[src/rtl/instruction_prefetch_buffer.sv]
// Sequential instruction fetch with a single outstanding req/gnt/rvalid transaction
// and a small FIFO that feeds decode; branches flush the FIFO and drop in-flight data.
module instruction_prefetch_buffer #(
  parameter int                    ADDR_WIDTH = 32,
  parameter int                    DATA_WIDTH = 32,
  parameter int                    DEPTH      = 4,
  parameter logic [ADDR_WIDTH-1:0] BOOT_ADDR  = '0
) (
  input  logic                  clk,
  input  logic                  rst_n,
  input  logic                  req_i,
  input  logic                  branch_i,
  input  logic [ADDR_WIDTH-1:0] branch_addr_i,
  input  logic                  ready_i,
  output logic                  valid_o,
  output logic [DATA_WIDTH-1:0] rdata_o,
  output logic [ADDR_WIDTH-1:0] addr_o,
  output logic                  busy_o,
  output logic                  instr_req_o,
  output logic [ADDR_WIDTH-1:0] instr_addr_o,
  input  logic                  instr_gnt_i,
  input  logic                  instr_rvalid_i,
  input  logic [DATA_WIDTH-1:0] instr_rdata_i
);

  localparam int                    PTR_W      = $clog2(DEPTH);
  localparam int                    CNT_W      = $clog2(DEPTH + 1);
  localparam logic [CNT_W-1:0]      FULL       = CNT_W'(DEPTH);
  localparam logic [ADDR_WIDTH-1:0] WORD       = ADDR_WIDTH'(4);
  localparam logic [ADDR_WIDTH-1:0] ALIGN_MASK = ~ADDR_WIDTH'(3);

  typedef enum logic [1:0] {
    IDLE        = 2'd0,
    WAIT_GNT    = 2'd1,
    WAIT_RVALID = 2'd2
  } state_e;

  state_e                  state_q, state_d;
  logic [ADDR_WIDTH-1:0]   fetch_addr_q, fetch_addr_d;
  logic [ADDR_WIDTH-1:0]   req_addr_q, req_addr_d;
  logic [CNT_W-1:0]        count_q, count_d;
  logic [PTR_W-1:0]        wr_ptr_q, wr_ptr_d;
  logic [PTR_W-1:0]        rd_ptr_q, rd_ptr_d;
  logic                    discard_q, discard_d;
  logic [DATA_WIDTH-1:0]   data_mem_q [DEPTH];
  logic [ADDR_WIDTH-1:0]   addr_mem_q [DEPTH];

  logic grant;
  logic resp;
  logic push;
  logic pop;

  // Decode handshake: an entry transfers on a cycle where valid_o and ready_i are both
  // high; valid_o never drops without a transfer except on a branch flush.
  assign valid_o = (count_q != '0);
  assign rdata_o = data_mem_q[rd_ptr_q];
  assign addr_o  = addr_mem_q[rd_ptr_q];
  assign busy_o  = (state_q != IDLE);

  always_comb begin
    instr_req_o = 1'b0;
    case (state_q)
      IDLE:     instr_req_o = req_i & (count_q < FULL) & ~branch_i;
      WAIT_GNT: instr_req_o = 1'b1;
      default:  instr_req_o = 1'b0;
    endcase
    // While waiting for grant the address must stay put even if a branch moved fetch_addr.
    instr_addr_o = (state_q == WAIT_GNT) ? req_addr_q : fetch_addr_q;

    grant = instr_req_o & instr_gnt_i;
    resp  = (state_q == WAIT_RVALID) & instr_rvalid_i;
    push  = resp & ~discard_q & ~branch_i;
    pop   = valid_o & ready_i & ~branch_i;

    state_d      = state_q;
    fetch_addr_d = fetch_addr_q;
    req_addr_d   = req_addr_q;
    discard_d    = discard_q;

    case (state_q)
      IDLE: begin
        if (instr_req_o) begin
          req_addr_d = fetch_addr_q;
          if (instr_gnt_i) begin
            state_d      = WAIT_RVALID;
            fetch_addr_d = fetch_addr_q + WORD;
          end else begin
            state_d = WAIT_GNT;
          end
        end
      end
      WAIT_GNT: begin
        if (instr_gnt_i) begin
          state_d = WAIT_RVALID;
          if (!discard_q) fetch_addr_d = fetch_addr_q + WORD;
        end
      end
      WAIT_RVALID: begin
        if (instr_rvalid_i) begin
          state_d   = IDLE;
          discard_d = 1'b0;
        end
      end
      default: state_d = IDLE;
    endcase

    if (branch_i) begin
      fetch_addr_d = branch_addr_i & ALIGN_MASK;
      if ((state_q == WAIT_GNT) || ((state_q == WAIT_RVALID) && !instr_rvalid_i)) begin
        discard_d = 1'b1;
      end
    end

    if (branch_i) begin
      count_d  = '0;
      wr_ptr_d = '0;
      rd_ptr_d = '0;
    end else begin
      count_d  = count_q + CNT_W'(push) - CNT_W'(pop);
      wr_ptr_d = push ? wr_ptr_q + PTR_W'(1) : wr_ptr_q;
      rd_ptr_d = pop  ? rd_ptr_q + PTR_W'(1) : rd_ptr_q;
    end
  end

  always_ff @(posedge clk or negedge rst_n) begin
    if (!rst_n) begin
      state_q      <= IDLE;
      fetch_addr_q <= BOOT_ADDR;
      req_addr_q   <= BOOT_ADDR;
      count_q      <= '0;
      wr_ptr_q     <= '0;
      rd_ptr_q     <= '0;
      discard_q    <= 1'b0;
    end else begin
      state_q      <= state_d;
      fetch_addr_q <= fetch_addr_d;
      req_addr_q   <= req_addr_d;
      count_q      <= count_d;
      wr_ptr_q     <= wr_ptr_d;
      rd_ptr_q     <= rd_ptr_d;
      discard_q    <= discard_d;
    end
  end

  always_ff @(posedge clk or negedge rst_n) begin
    if (!rst_n) begin
      for (int i = 0; i < DEPTH; i++) begin
        data_mem_q[i] <= '0;
        addr_mem_q[i] <= '0;
      end
    end else if (push) begin
      data_mem_q[wr_ptr_q] <= instr_rdata_i;
      addr_mem_q[wr_ptr_q] <= req_addr_q;
    end
  end

endmodule

[config.mk]
export PLATFORM = sky130hd
export DESIGN_NAME = instruction_prefetch_buffer
export DESIGN_NICKNAME = d
export VERILOG_FILES = /design/src/rtl/instruction_prefetch_buffer.sv
export SDC_FILE = /design/constraint.sdc
export NUM_CORES = 1
export LEC_CHECK = 0
export ABC_AREA = 1
export BUFFER_PORTS_ARGS = -buffer_cell sky130_fd_sc_hd__clkbuf_2
export CAP_MARGIN = 20
export CORE_ASPECT_RATIO = 1.2
export CORE_UTILIZATION = 50
export CTS_CLUSTER_SIZE = 40
export DETAILED_ROUTE_END_ITERATION = 10
export PLACE_DENSITY = 0.7
export SYNTH_ARGS = -nofsm -noshare
export SYNTH_HDL_FRONTEND = slang
export SYNTH_SLANG_ARGS = --single-unit
export TNS_END_PERCENT = 5
[constraint.sdc]
create_clock -name clk -period 2.6 [get_ports clk]
set_input_delay 0.65 -clock clk [delete_from_list [all_inputs] [get_ports clk]]
set_output_delay 0.65 -clock clk [all_outputs]
set_load 0.03 [all_outputs]
==> Word level (Yosys, flattened, before mapping) <==
Cells that the tools add are included.
{ "totals": {"reg_bits": 330, "input_bits": 71, "output_inout_bits": 99, "wordCells": 89} }
{ "op_classes": {"addsub": 5, "n_lt_le_gt_ge": 4, "eq_ne": 9, "mux": 32, "bitwise_logic": 11, "reduce_logical": 13} }
{ "op_table": {"columns": ["op", "count"], "rows": [
  ["32-bit 2-to-1 mux", 11],
  ["128-bit bitwise mux", 2],
  ["32-bit binary-select mux with 2-bit select", 2],
  ["32-bit demux with 2-bit select", 1],
  ["32-bit case mux with 2 select lines", 1],
  ["32-bit by 3-bit adder with 32-bit output, second input constant", 1],
  ["2-bit 2-to-1 mux", 8],
  ["3-bit inequality test, second input constant", 4],
  ["1-bit AND", 7],
  ["3-bit greater-or-equal comparator, second input constant", 2],
  ["2-bit inequality test, second input constant", 3],
  ["2-bit inverter with 3-bit output", 2],
  ["2-bit case mux with 3 select lines", 1],
  ["2-bit nonzero test", 3],
  ["3-bit nonzero test", 2],
  ["5-bit AND reduction", 1],
  ["2-bit by 1-bit adder with 2-bit output, second input constant", 2],
  ["1-bit 2-to-1 mux", 4],
  ["3-bit by 1-bit adder with 3-bit output", 1],
  ["3-bit by 1-bit < comparator with 1-bit output, second input constant", 1],
  ["3-bit < comparator, second input constant", 1],
  ["3-bit 2-to-1 mux", 1],
  ["3-bit AND reduction", 1],
  ["3-bit by 1-bit subtractor with 3-bit output", 1],
  ["9 further kinds", 11]
]} }

==> Depth between registers and ports, before layout <==
Gate-level depths: netlist (run 1).
{ "logic_depth": {"depth_word": 7, "depth_mapped": 14, "ltp_nobuf": 12} }

==> Least setup slack after synthesis (run 1) <==
No wires, ideal clock.
{ "synth_path": {"path_kind": "in2reg", "start": "input port instr_rvalid_i", "end": "register count_q[2]", "setup_time_ns": 0.124, "arrival_ns": 2.359, "required_time_ns": 2.476, "slack_ns": 0.117, "cell_stages": 12, "n_path_buf": 2, "path_cell_list": "nand2_1 > nor2_4 > nand2_4 > buf_2 > buf_6 > ha_1 > inv_1 > ha_1 > inv_1 > fa_1 > o21ai_0 > a21oi_1"} }
{ "synth_via": {"elab_chain_len": 6} }
{ "synth_rtl": {"columns": ["element", "line_no", "rtl"], "rows": [
  ["from (decl)", "22", "input logic instr_rvalid_i,"],
  ["1-bit AND", "71", "resp = (state_q == WAIT_RVALID) & instr_rvalid_i;"],
  ["1-bit AND (2 in a row)", "72", "push = resp & ~discard_q & ~branch_i;"],
  ["3-bit by 1-bit adder with 3-bit output", "119", "count_d = count_q + CNT_W'(push) - CNT_W'(pop);"],
  ["3-bit by 1-bit subtractor with 3-bit output", "119", null],
  ["3-bit 2-to-1 mux", "114", "if (branch_i) begin"],
  ["named net count_d[2]", "41", "logic [CNT_W-1:0] count_q, count_d;"],
  ["to (signal assigned)", "138", "count_q <= count_d;"],
  ["to (decl)", "41", null]
]} }
The timed path passes the listed nets, and every way through them passes these cells.
A chain may end at the register's enable or synchronous reset.

==> Final worst setup path (run 1) <==
{ "layout_path": {"start": "register rd_ptr_q[0]", "end": "output port rdata_o[2]"} }
{ "layout_via": {"elab_chain_len": 4} }
{ "layout_rtl": {"columns": ["element", "line_no", "rtl"], "rows": [
  ["from (decl)", "43", "logic [PTR_W-1:0] rd_ptr_q, rd_ptr_d;"],
  ["from (signal assigned)", "140", "rd_ptr_q <= rd_ptr_d;"],
  ["2-bit inverter with 3-bit output (implied by the code)", "56", "assign rdata_o = data_mem_q[rd_ptr_q];"],
  ["32-bit binary-select mux with 2-bit select", "56", null],
  ["32-bit 2-to-1 mux (implied by the code) (2 in a row)", "56", null],
  ["to (decl)", "16", "output logic [DATA_WIDTH-1:0] rdata_o,"]
]} }
No other way between the ends. The select of a mux whose other input is x is not followed.

==> results of run 1 <==
==> cells in the final DEF, fill, tap and decap left out, types with 3 or more instances in the layout <==
| cell | instances |
|---|---|
| clkbuf_8 | 6 |
| xor2_1 | 8 |
| o21ai_1 | 231 |
| nor2_4 | 5 |
| o211ai_1 | 6 |
| nand2_1 | 710 |
| o21ai_0 | 222 |
| clkbuf_4 | 13 |
| ha_1 | 7 |
| o22ai_1 | 51 |
| nand3_1 | 49 |
| clkbuf_1 | 12 |
| nor2_1 | 189 |
| clkbuf_16 | 43 |
| dfrtp_1 | 316 |
| conb_1 | 4 |
| buf_2 | 27 |
| clkbuf_2 | 109 |
| inv_2 | 7 |
| o22ai_2 | 11 |
| inv_1 | 47 |
| buf_4 | 34 |
| nand4_1 | 3 |
| buf_12 | 19 |
| a21oi_1 | 6 |
==> worst max-delay path: cells and delay by family, from the launching register on <==
kind	cells	cell delay (ns)
DFF	1	0.57
buffers and inverters	3	0.56
AOI/OAI and AO/OA	2	0.33
==> sequential cells by signal, indices dropped and copies added, names as in the netlist <==
register	count
addr_mem_q	120
req_addr_q	30
data_mem_q	128
state_q	2
rd_ptr_q	2
discard_q	1
fetch_addr_q	30
wr_ptr_q	2
count_q	3
==> what timing repair did <==
action / 4_1_cts / 5_1_grt
pin swaps: 0 / 4
cloned: 0 / 6
resized for setup: 24 / 95
endpoints found under the hold margin: 0 / 0
setup endpoints to repair: 27 / 81
==> final cells by class <==
class                           instances  area share
Clock buffer                           55      0.0579
Clock inverter                          5     0.00426
Inverter                               57      0.0126
Multi-Input combinational cell       1514       0.372
Sequential cell                       318       0.437
Tap cell                              396      0.0272
Timing Repair Buffer                  211      0.0889
==> metal layers <==
metal | share of wire | global-route usage | vias to the layer above | wire length [um]
met1 | 0.41 | 0.372 | 6714 | 18800
met5 | 0 | 0 | - | 0
met4 | 0.031 | 0.104 | 0 | 1390
li1 | - | - | 6858 | -
met3 | 0.069 | 0.0389 | 82 | 3150
met2 | 0.49 | 0.465 | 560 | 22100
==> metrics by stage <==
step,worst slack [ns],utilization,power [W]
after floorplan,0.117,-,0.0115
after global placement,-0.0294,0.546,0.0137
after detailed placement,-0.0481,0.546,0.0139
after CTS,-0.0809,0.586,0.0189
after global routing,-0.0826,0.594,0.0203
final,-0.0469,0.594,0.0193
==> kinds of logic (layout without fill, tap and decap cells) <==
family,after synthesis,count (layout),synth area share
other,1,4,0.000239
DFF,318,318,0.508
buffers and inverters,199,328,0.0663
xor gates and xnor gates,9,9,0.00503
and+or+nand+nor,965,965,0.239
AOI/OAI and AO/OA,528,528,0.175
adders and majority gates,8,8,0.00686
==> power groups by stage <==
stage | sequential, W | combinational, W | clock, W
CTS | 0.00682 | 0.00711 | 0.00501
floorplan | 0.00660 | 0.00489 | 0
global route | 0.00702 | 0.00808 | 0.00518
global placement | 0.00686 | 0.00689 | 0
detailed placement | 0.00690 | 0.00698 | 0
finish | 0.00687 | 0.00747 | 0.00493
==> final timing paths <==
path	start	to	slack, ns
min in group clk	instr_gnt_i	state_q[0]	0.33
hold / removal	rst_n	req_addr_q[25]	0.07
setup / recovery	rd_ptr_q[0]	rdata_o[2]	-0.05
hold reg to reg	addr_mem_q[59]	addr_mem_q[59]	0.47
setup reg to reg	state_q[1]	data_mem_q[74]	0.30
max in group asynchronous	rst_n	addr_mem_q[100]	1.74
==> impl_metrics.json, run 1 <==
{
  "tightest_slew_ns": 0.664,
  "power_density_nw_per_um2": 1060,
  "cts_made_buffers": 35,
  "cp.arrival_ns": 2.00,
  "fp.dieH_um": 196,
  "cp_slowest_cell": "dfrtp_4",
  "synth_top_area_cell": "dfrtp_1",
  "power_frac_comb": 0.388,
  "status": "complete, but fails checks",
  "finalHoldViolations": 0,
  "drt_wl_total_um": 45500,
  "seq_area_um2": 7960,
  "h-tree-depth": 2,
  "power_switching_w": 0.00807,
  "relSlewSlack": 0.557,
  "grt_pass1_wl_um": 70900,
  "clkPwrFrac": 0.256,
  "fin_cells": 2556,
  "rsz0062_at_grt": "true",
  "synth_area_leaders": "dfrtp_1, nand2_1, o21ai_0",
  "drive_above_1_share": 0.135,
  "peakVddDrop_mv": 0.650,
  "core_um2": 30700,
  "crit_path_start_kind": "register",
  "setup_slack_ns": -0.0469,
  "root_buffer": "clkbuf_16",
  "min_period_over_period": 1.02,
  "ys_warn_count": 0,
  "hold_slack_ns": 0.0666,
  "cts_hold_buf": 0,
  "ant_nets": 0,
  "seq_area_frac_synth": 0.508,
  "die_w_um": 164,
  "grt_max_degree": 104,
  "p_int_w": 0.0112,
  "grt_pass1_vias": 13595,
  "leakage_nw": 9.59,
  "multiInputGateArea_um2": 6770,
  "hpwl_um": 26300,
  "cts_sinks": 318,
  "synth_cell_types": 31,
  "grt_overflow": 0,
  "wl_per_cell_um": 17.8,
  "antennaDiodeCount": 0,
  "synth_common_cells": "nand2_1, dfrtp_1, o21ai_0",
  "fin_worst_skew_ns": 0.00978,
  "dpl-instance-area_um2": 16800,
  "switching_share": 0.419,
  "drc": 0,
  "fin_nets": 2216,
  "dieArea_um2": 32100,
  "timing.final.crit_period_ns": 2.65,
  "finalSetupTns_ns": -0.195,
  "synthMostInstantiatedCell": "nand2_1",
  "cts_buffer_depth": 3,
  "first_pass_iters": 5,
  "async_flop_share": 1.00,
  "vias_per_cell": 5.56,
  "yosysTopAreaCellShare": 0.508,
  "finalSetupViolations": 9,
  "port_buffers": 163,
  "max_clock_freq_mhz": 378,
  "antenna_found_initial": 0,
  "syn_inst": 2028,
  "placementRows": 70,
  "violations": "negative setup slack",
  "cap_viol_max_count": 0,
  "ys_ff_latch": 318,
  "grt_use_total": 0.280,
  "fill_cells": 2818,
  "initial_utilization": 0.511,
  "critPathMaxFanout": 19,
  "drtIter0Drc": 1066,
  "cts_tree": "built",
  "required_ns": 1.95,
  "areaGrowthSynthToFinish_pct": 16.1,
  "ys.flop_type": "dfrtp_1",
  "crit_path_end_kind": "output port",
  "post_cts_buffers": 0,
  "p_seq_frac": 0.356,
  "path_class": "register to output port",
  "max_stage_delay_ns": 0.57,
  "final_cell_area_um2": 18200,
  "dp_cells": 2490,
  "insertion_delay_ns": 0.52,
  "gp_congestion": 0.943,
  "synth_area_um2": 15700,
  "synth_edf_count": 0,
  "dr_total_vias": 14214,
  "postSynthAreaPerCell_um2": 7.73,
  "hp-class": "primary input to async pin",
  "reg2reg_depth": 9,
  "crit_chain": "clkinv_8 > buf_12 > o21ai_0 > o22ai_1 > clkbuf_4",
  "io_pins": 170,
  "final_max_slew_viol_count": 0,
  "clk_pin_slew_ns": 0.06
}
(Power assumes the default switching activity.)
==> inputs of run 2 (changes only) <==
- ABC_AREA: 1 -> not set
- HOLD_SLACK_MARGIN: not set -> 0.1
==> run 2 against run 1 <==
The flow still finishes with violations (negative setup slack). Clock skew shrank 0.0018 ns. Critical path depth down 1. Synthesized cell count decreased by 52%. Count of clock-buffer cells in the layout fell by 4. Die area fell by 8.1%. Power fell by 11%. Final area decreased by 1.6%. Flip-flop and latch count unchanged. Maximum frequency shrank 0.35%.
==> impl_metrics.json, run 2 <==
{
  "dieArea_um2": 29500,
  "antenna_found_initial": 0,
  "drt_wl_total_um": 32300,
  "finalPower_w": 0.0172,
  "synth_area_leaders": "dfrtp_1, mux2_2, mux4_2",
  "ys_ff_latch": 318,
  "placementRows": 67,
  "power_density_nw_per_um2": 959,
  "synth_top_area_cell": "dfrtp_1",
  "h-tree-depth": 2,
  "grt_pass1_wl_um": 51100,
  "async_flop_share": 1.00,
  "cp.arrival_ns": 2.01,
  "finalHoldViolations": 0,
  "dpl-instance-area_um2": 16000,
  "yosysTopAreaCellShare": 0.553,
  "top_regs": "data_mem_q (128), addr_mem_q (120)",
  "ys_warn_count": 0,
  "cts_made_buffers": 34,
  "critPathMaxFanout": 6,
  "relSlewSlack": 0.554,
  "gp_congestion": 0.748,
  "synth_common_cells": "dfrtp_1, mux2_2, mux4_2",
  "port_buffers": 163,
  "die_w_um": 157,
  "clk_pin_slew_ns": 0.06,
  "core_um2": 28100,
  "hpwl_um": 20600,
  "largest_reg_flops": 128,
  "insertion_delay_ns": 0.51,
  "fin_worst_skew_ns": 0.00795,
  "pre_cts_ws_ns": -0.0260,
  "antennaDiodeCount": 0,
  "syn_inst": 966,
  "synth_area_um2": 14400,
  "finalSetupViolations": 52,
  "grt_use_total": 0.225,
  "hp-class": "primary input to async pin",
  "final_common_cell": "dfrtp_1",
  "max_clock_freq_mhz": 376,
  "synthMostInstantiatedCell": "dfrtp_1",
  "regMostFlops": "data_mem_q",
  "cts_tree": "built",
  "final_cell_mix": "dfrtp_1, mux2_2, clkbuf_2, mux4_2, nand2_1",
  "wl_per_cell_um": 20.7,
  "crit_path_start_kind": "register",
  "setup_slack_ns": -0.0562,
  "rsz0062_at_grt": "true",
  "crit_chain": "buf_12 > buf_16 > mux4_2 > buf_8",
  "synth_cell_types": 44,
  "final_max_slew_viol_count": 0,
  "reg2reg_depth": 10,
  "cts_hold_buf": 0,
  "grt_pass1_vias": 9351,
  "min_period_over_period": 1.02,
  "first_pass_iters": 4,
  "max_stage_delay_ns": 0.56,
  "ant_nets": 0,
  "synth_edf_count": 0,
  "path_class": "register to output port",
  "areaGrowthSynthToFinish_pct": 24.4,
  "violations": "negative setup slack",
  "initial_utilization": 0.513,
  "tightest_slew_ns": 0.663,
  "timing.final.crit_period_ns": 2.66,
  "critPathBufInv": 3,
  "fp.dieH_um": 188,
  "grt_max_degree": 67,
  "ys.flop_type": "dfrtp_1",
  "final_cell_area_um2": 17900,
  "drive_above_1_share": 0.531,
  "crit_family": "multiplexers",
  "fin_nets": 1237,
  "postSynthAreaPerCell_um2": 14.9,
  "dr_total_vias": 8683,
  "drtIter0Drc": 369,
  "seq_area_frac_synth": 0.553,
  "cts_buffer_depth": 3,
  "grt_overflow": 0,
  "r2r-start": "count_q[2]",
  "cp_slowest_cell": "mux4_2",
  "root_buffer": "clkbuf_16",
  "crit_path_end_kind": "output port",
  "drc": 0,
  "peakVddDrop_mv": 0.657,
  "vias_per_cell": 5.57,
  "cap_viol_max_count": 0,
  "leakage_nw": 8.56,
  "required_ns": 1.95,
  "status": "complete, but fails checks",
  "io_pins": 170,
  "rrSetupSlack_ns": 0.39,
  "rr_endpoint": "count_q[2]",
  "cts_sinks": 318
}
## run 2: cell types whose count changed after synthesis, moves of 36 or more
| cell | before | now |
|---|---|---|
| o21ai_1 | 209 | 0 |
| nor2_1 | 189 | 16 |
| o22ai_1 | 62 | 0 |
| o21ai_0 | 244 | 33 |
| nand2_1 | 711 | 51 |
| inv_1 | 48 | 10 |
| mux4_2 | 0 | 62 |
| clkbuf_1 | 57 | 21 |
| mux2_2 | 0 | 282 |
## run 2: repair_timing
item,CTS,global route
setup buffers,0,3
gates cloned,0,5
gates resized for setup,137,64
setup endpoints to repair,85,86
## run 2: through the flow
| step | setup TNS (ns) | hold slack, ns | util | instances |
|---|---|---|---|---|
| 2_1_floorplan | 0 | 0.354 | - | 969 |
| 3_3_place_gp | -0.0323 | 0.469 | 0.571 | 1493 |
| 3_5_place_dp | -0.0260 | 0.480 | 0.571 | 1493 |
| 4_1_cts | -2.15 | 0.121 | 0.631 | 1551 |
| 5_1_grt | -4.74 | 0.129 | 0.638 | 1559 |
| 6_report | -1.35 | 0.112 | 0.638 | 1559 |
## run 2: logic make-up after synthesis
| group | count (synthesis) | share of synthesized area |
|---|---|---|
| buf+inv | 71 | 0.0223 |
| compound gates | 46 | 0.0190 |
| other cells | 1 | 0.000260 |
| simple gates | 123 | 0.0430 |
| mux | 369 | 0.337 |
| flops | 318 | 0.553 |
| fa+ha+maj | 8 | 0.00747 |
| xor+xnor | 30 | 0.0183 |
## run 2: final cells by class
| cell class | count | area [um2] |
|---|---|---|
| clock buffer | 51 | 1030 |
| inverter | 10 | 37.5 |
| clock inverter | 7 | 63.8 |
| timing repair buffer | 214 | 2160 |
| multi-input combinational | 580 | 6180 |
| fill | 2091 | 10200 |
| tap | 379 | 474 |
| sequential | 318 | 7970 |
## run 2: report_power, final
group / internal (W) / switching, W
Combinational: 0.00310 / 0.00287
Sequential: 0.00578 / 0.000708
Clock: 0.00283 / 0.00189
Total: 0.0117 / 0.00546
## run 2: routing by layer
metal | routed length, um | share of wire | vias up | GRT usage
li1 | - | - | 3903 | -
met1 | 13500 | 0.42 | 4561 | 0.290
met2 | 16500 | 0.51 | 179 | 0.384
met3 | 1620 | 0.050 | 40 | 0.0451
met4 | 612 | 0.019 | 0 | 0.0618
met5 | 0 | 0 | - | 0
## run 2: worst max-delay path by stage
stage | end | slack, ns | startpoint | cells past startpoint
3_5_place_dp | count_q[2] | -0.03 | instr_rvalid_i | 12
2_1_floorplan | count_q[2] | 0.01 | instr_rvalid_i | 12
5_1_grt | addr_o[12] | -0.12 | rd_ptr_q[0] | 4
6_report | addr_o[12] | -0.06 | rd_ptr_q[0] | 4
3_3_place_gp | count_q[2] | -0.03 | instr_rvalid_i | 12
4_1_cts | addr_o[12] | -0.10 | rd_ptr_q[0] | 3
==> inputs of run 3 (changes only) <==
- CORE_MARGIN: not set -> 8
- SLEW_MARGIN: not set -> 20
==> run 3 against run 2 <==
Final area up 0.36%. Utilization down 0.90 points. Largest power group unchanged. Final cell count up 0.90%. Flip-flop and latch count unchanged. Maximum frequency up 0.29%. Setup slack better by 0.0077 ns. The flow still finishes with violations (negative setup slack).
==> impl_metrics.json, run 3 (synthesized netlist as in run 2, its figures left out) <==
{
  "io_pins": 170,
  "vias_per_cell": 5.55,
  "seq_area_um2": 7970,
  "regMostFlops": "data_mem_q",
  "placementRows": 68,
  "pre_cts_ws_ns": -0.0355,
  "max_clock_freq_mhz": 378,
  "gp_congestion": 0.774,
  "ant_nets": 0,
  "areaGrowthSynthToFinish_pct": 24.9,
  "finalPower_w": 0.0175,
  "final_cell_area_um2": 18000,
  "cap_viol_max_count": 0,
  "cp.arrival_ns": 2.00,
  "root_buffer": "clkbuf_16",
  "first_pass_iters": 4,
  "initial_utilization": 0.504,
  "path_class": "register to output port",
  "multiInputGateArea_um2": 6180,
  "h-tree-depth": 2,
  "final_common_cell": "dfrtp_1",
  "die_w_um": 171,
  "hpwl_um": 21300,
  "min_period_over_period": 1.02,
  "grt_overflow": 0,
  "antenna_found_initial": 1,
  "final_max_slew_viol_count": 0,
  "rsz0062_at_grt": "true",
  "final_cell_mix": "dfrtp_1, mux2_2, clkbuf_2, mux4_2, buf_8",
  "grt_use_total": 0.192,
  "hp-class": "primary input to register",
  "grt_pass1_vias": 9520,
  "tightest_slew_ns": 0.722,
  "crit_path_end_kind": "output port",
  "clk_pin_slew_ns": 0.06,
  "fin_worst_skew_ns": 0.0122,
  "cts_tree": "built",
  "drive_above_1_share": 0.533,
  "violations": "negative setup slack",
  "critPathMaxFanout": 5,
  "peakVddDrop_mv": 0.668,
  "cts_sinks": 318,
  "drt_wl_total_um": 33500,
  "cts_made_buffers": 35,
  "status": "complete, but fails checks",
  "antennaDiodeCount": 0,
  "setup_slack_ns": -0.0485,
  "grt_max_degree": 78,
  "holdPathStages": 2,
  "finalSetupViolations": 51,
  "top_regs": "data_mem_q (128), addr_mem_q (120)",
  "dieArea_um2": 34500,
  "reg2reg_depth": 11,
  "dr_total_vias": 8728,
  "power_density_nw_per_um2": 976,
  "relSlewSlack": 0.514,
  "finalHoldViolations": 0,
  "fill_cells": 2160,
  "drtIter0Drc": 416,
  "largest_reg_flops": 128,
  "dpl-instance-area_um2": 15900,
  "crit_path_start_kind": "register",
  "drc": 0,
  "cts_buffer_depth": 3,
  "insertion_delay_ns": 0.51,
  "core_um2": 28600,
  "grt_pass1_wl_um": 52500,
  "fp.dieH_um": 202,
  "timing.final.crit_period_ns": 2.65,
  "wl_per_cell_um": 21.3,
  "leakage_nw": 8.58,
  "port_buffers": 163,
  "fin_nets": 1241,
  "required_ns": 1.95,
  "finalSetupTns_ns": -1.03
}
-- run 3: changes by cell type in the layout (fill, tap and decap cells not counted), moves of 2 or more --
cell / delta
clkinv_2: +2
buf_2: -14
clkbuf_8: -3
buf_12: -5
buf_8: +7
inv_6: +3
clkbuf_2: +16
-- run 3: what timing repair did --
action | CTS | global route
hold buffers | 1 | 0
gates cloned | 0 | 8
setup endpoints to repair | 91 | 83
pin swaps | 0 | 1
endpoints found under the hold margin | 43 | 0
gates resized for setup | 128 | 60
buffers inserted | 1 | 8
-- run 3: metal layers --
| metal | vias up | track usage | wire [um] | part of all wire |
|---|---|---|---|---|
| met5 | - | 0 | 13 | 0.00039 |
| met4 | 2 | 0.0510 | 701 | 0.021 |
| met3 | 53 | 0.0394 | 1540 | 0.046 |
| met2 | 187 | 0.315 | 16400 | 0.49 |
| met1 | 4557 | 0.255 | 14900 | 0.44 |
| li1 | 3929 | - | - | - |
-- run 3: power breakdown --
| part | switching [W] | internal [W] | leakage [nW] |
|---|---|---|---|
| sequential | 0.000712 | 0.00578 | 4.24 |
| combinational | 0.00297 | 0.00322 | 3.78 |
| clock | 0.00196 | 0.00290 | 0.560 |
-- run 3: per-stage QoR --
step	hold slack (ns)	utilization	instances
finish	0.344	0.629	1573
detailed placement	0.480	0.558	1492
global route	0.333	0.629	1573
global placement	0.468	0.558	1492
CTS	0.318	0.617	1557
floorplan	0.354	-	969
-- run 3: worst paths after layout --
kind	start	to	slack [ns]
worst min-delay path	instr_gnt_i	state_q[0]	0.34
max in group asynchronous	rst_n	addr_mem_q[78]	1.23
worst max register to register	state_q[0]	count_q[2]	0.25
worst min register to register	addr_mem_q[95]	addr_mem_q[95]	0.49
worst max-delay path	rd_ptr_q[0]	rdata_o[12]	-0.05
min in group asynchronous	rst_n	data_mem_q[8]	0.63
-- run 3: final cells by class --
type / count / area share
Multi-Input combinational cell: 580 / 0.344
Sequential cell: 318 / 0.443
Clock inverter: 13 / 0.00717
Timing Repair Buffer: 217 / 0.121
Tap cell: 385 / 0.0268
Inverter: 10 / 0.00209
Clock buffer: 50 / 0.0558
-- run 3: critical path, stage by stage, from the launching register on --
cell,delay [ns]
dfrtp_4,0.46
buf_4,0.17
clkbuf_16,0.16
mux4_2,0.51
clkbuf_8,0.18
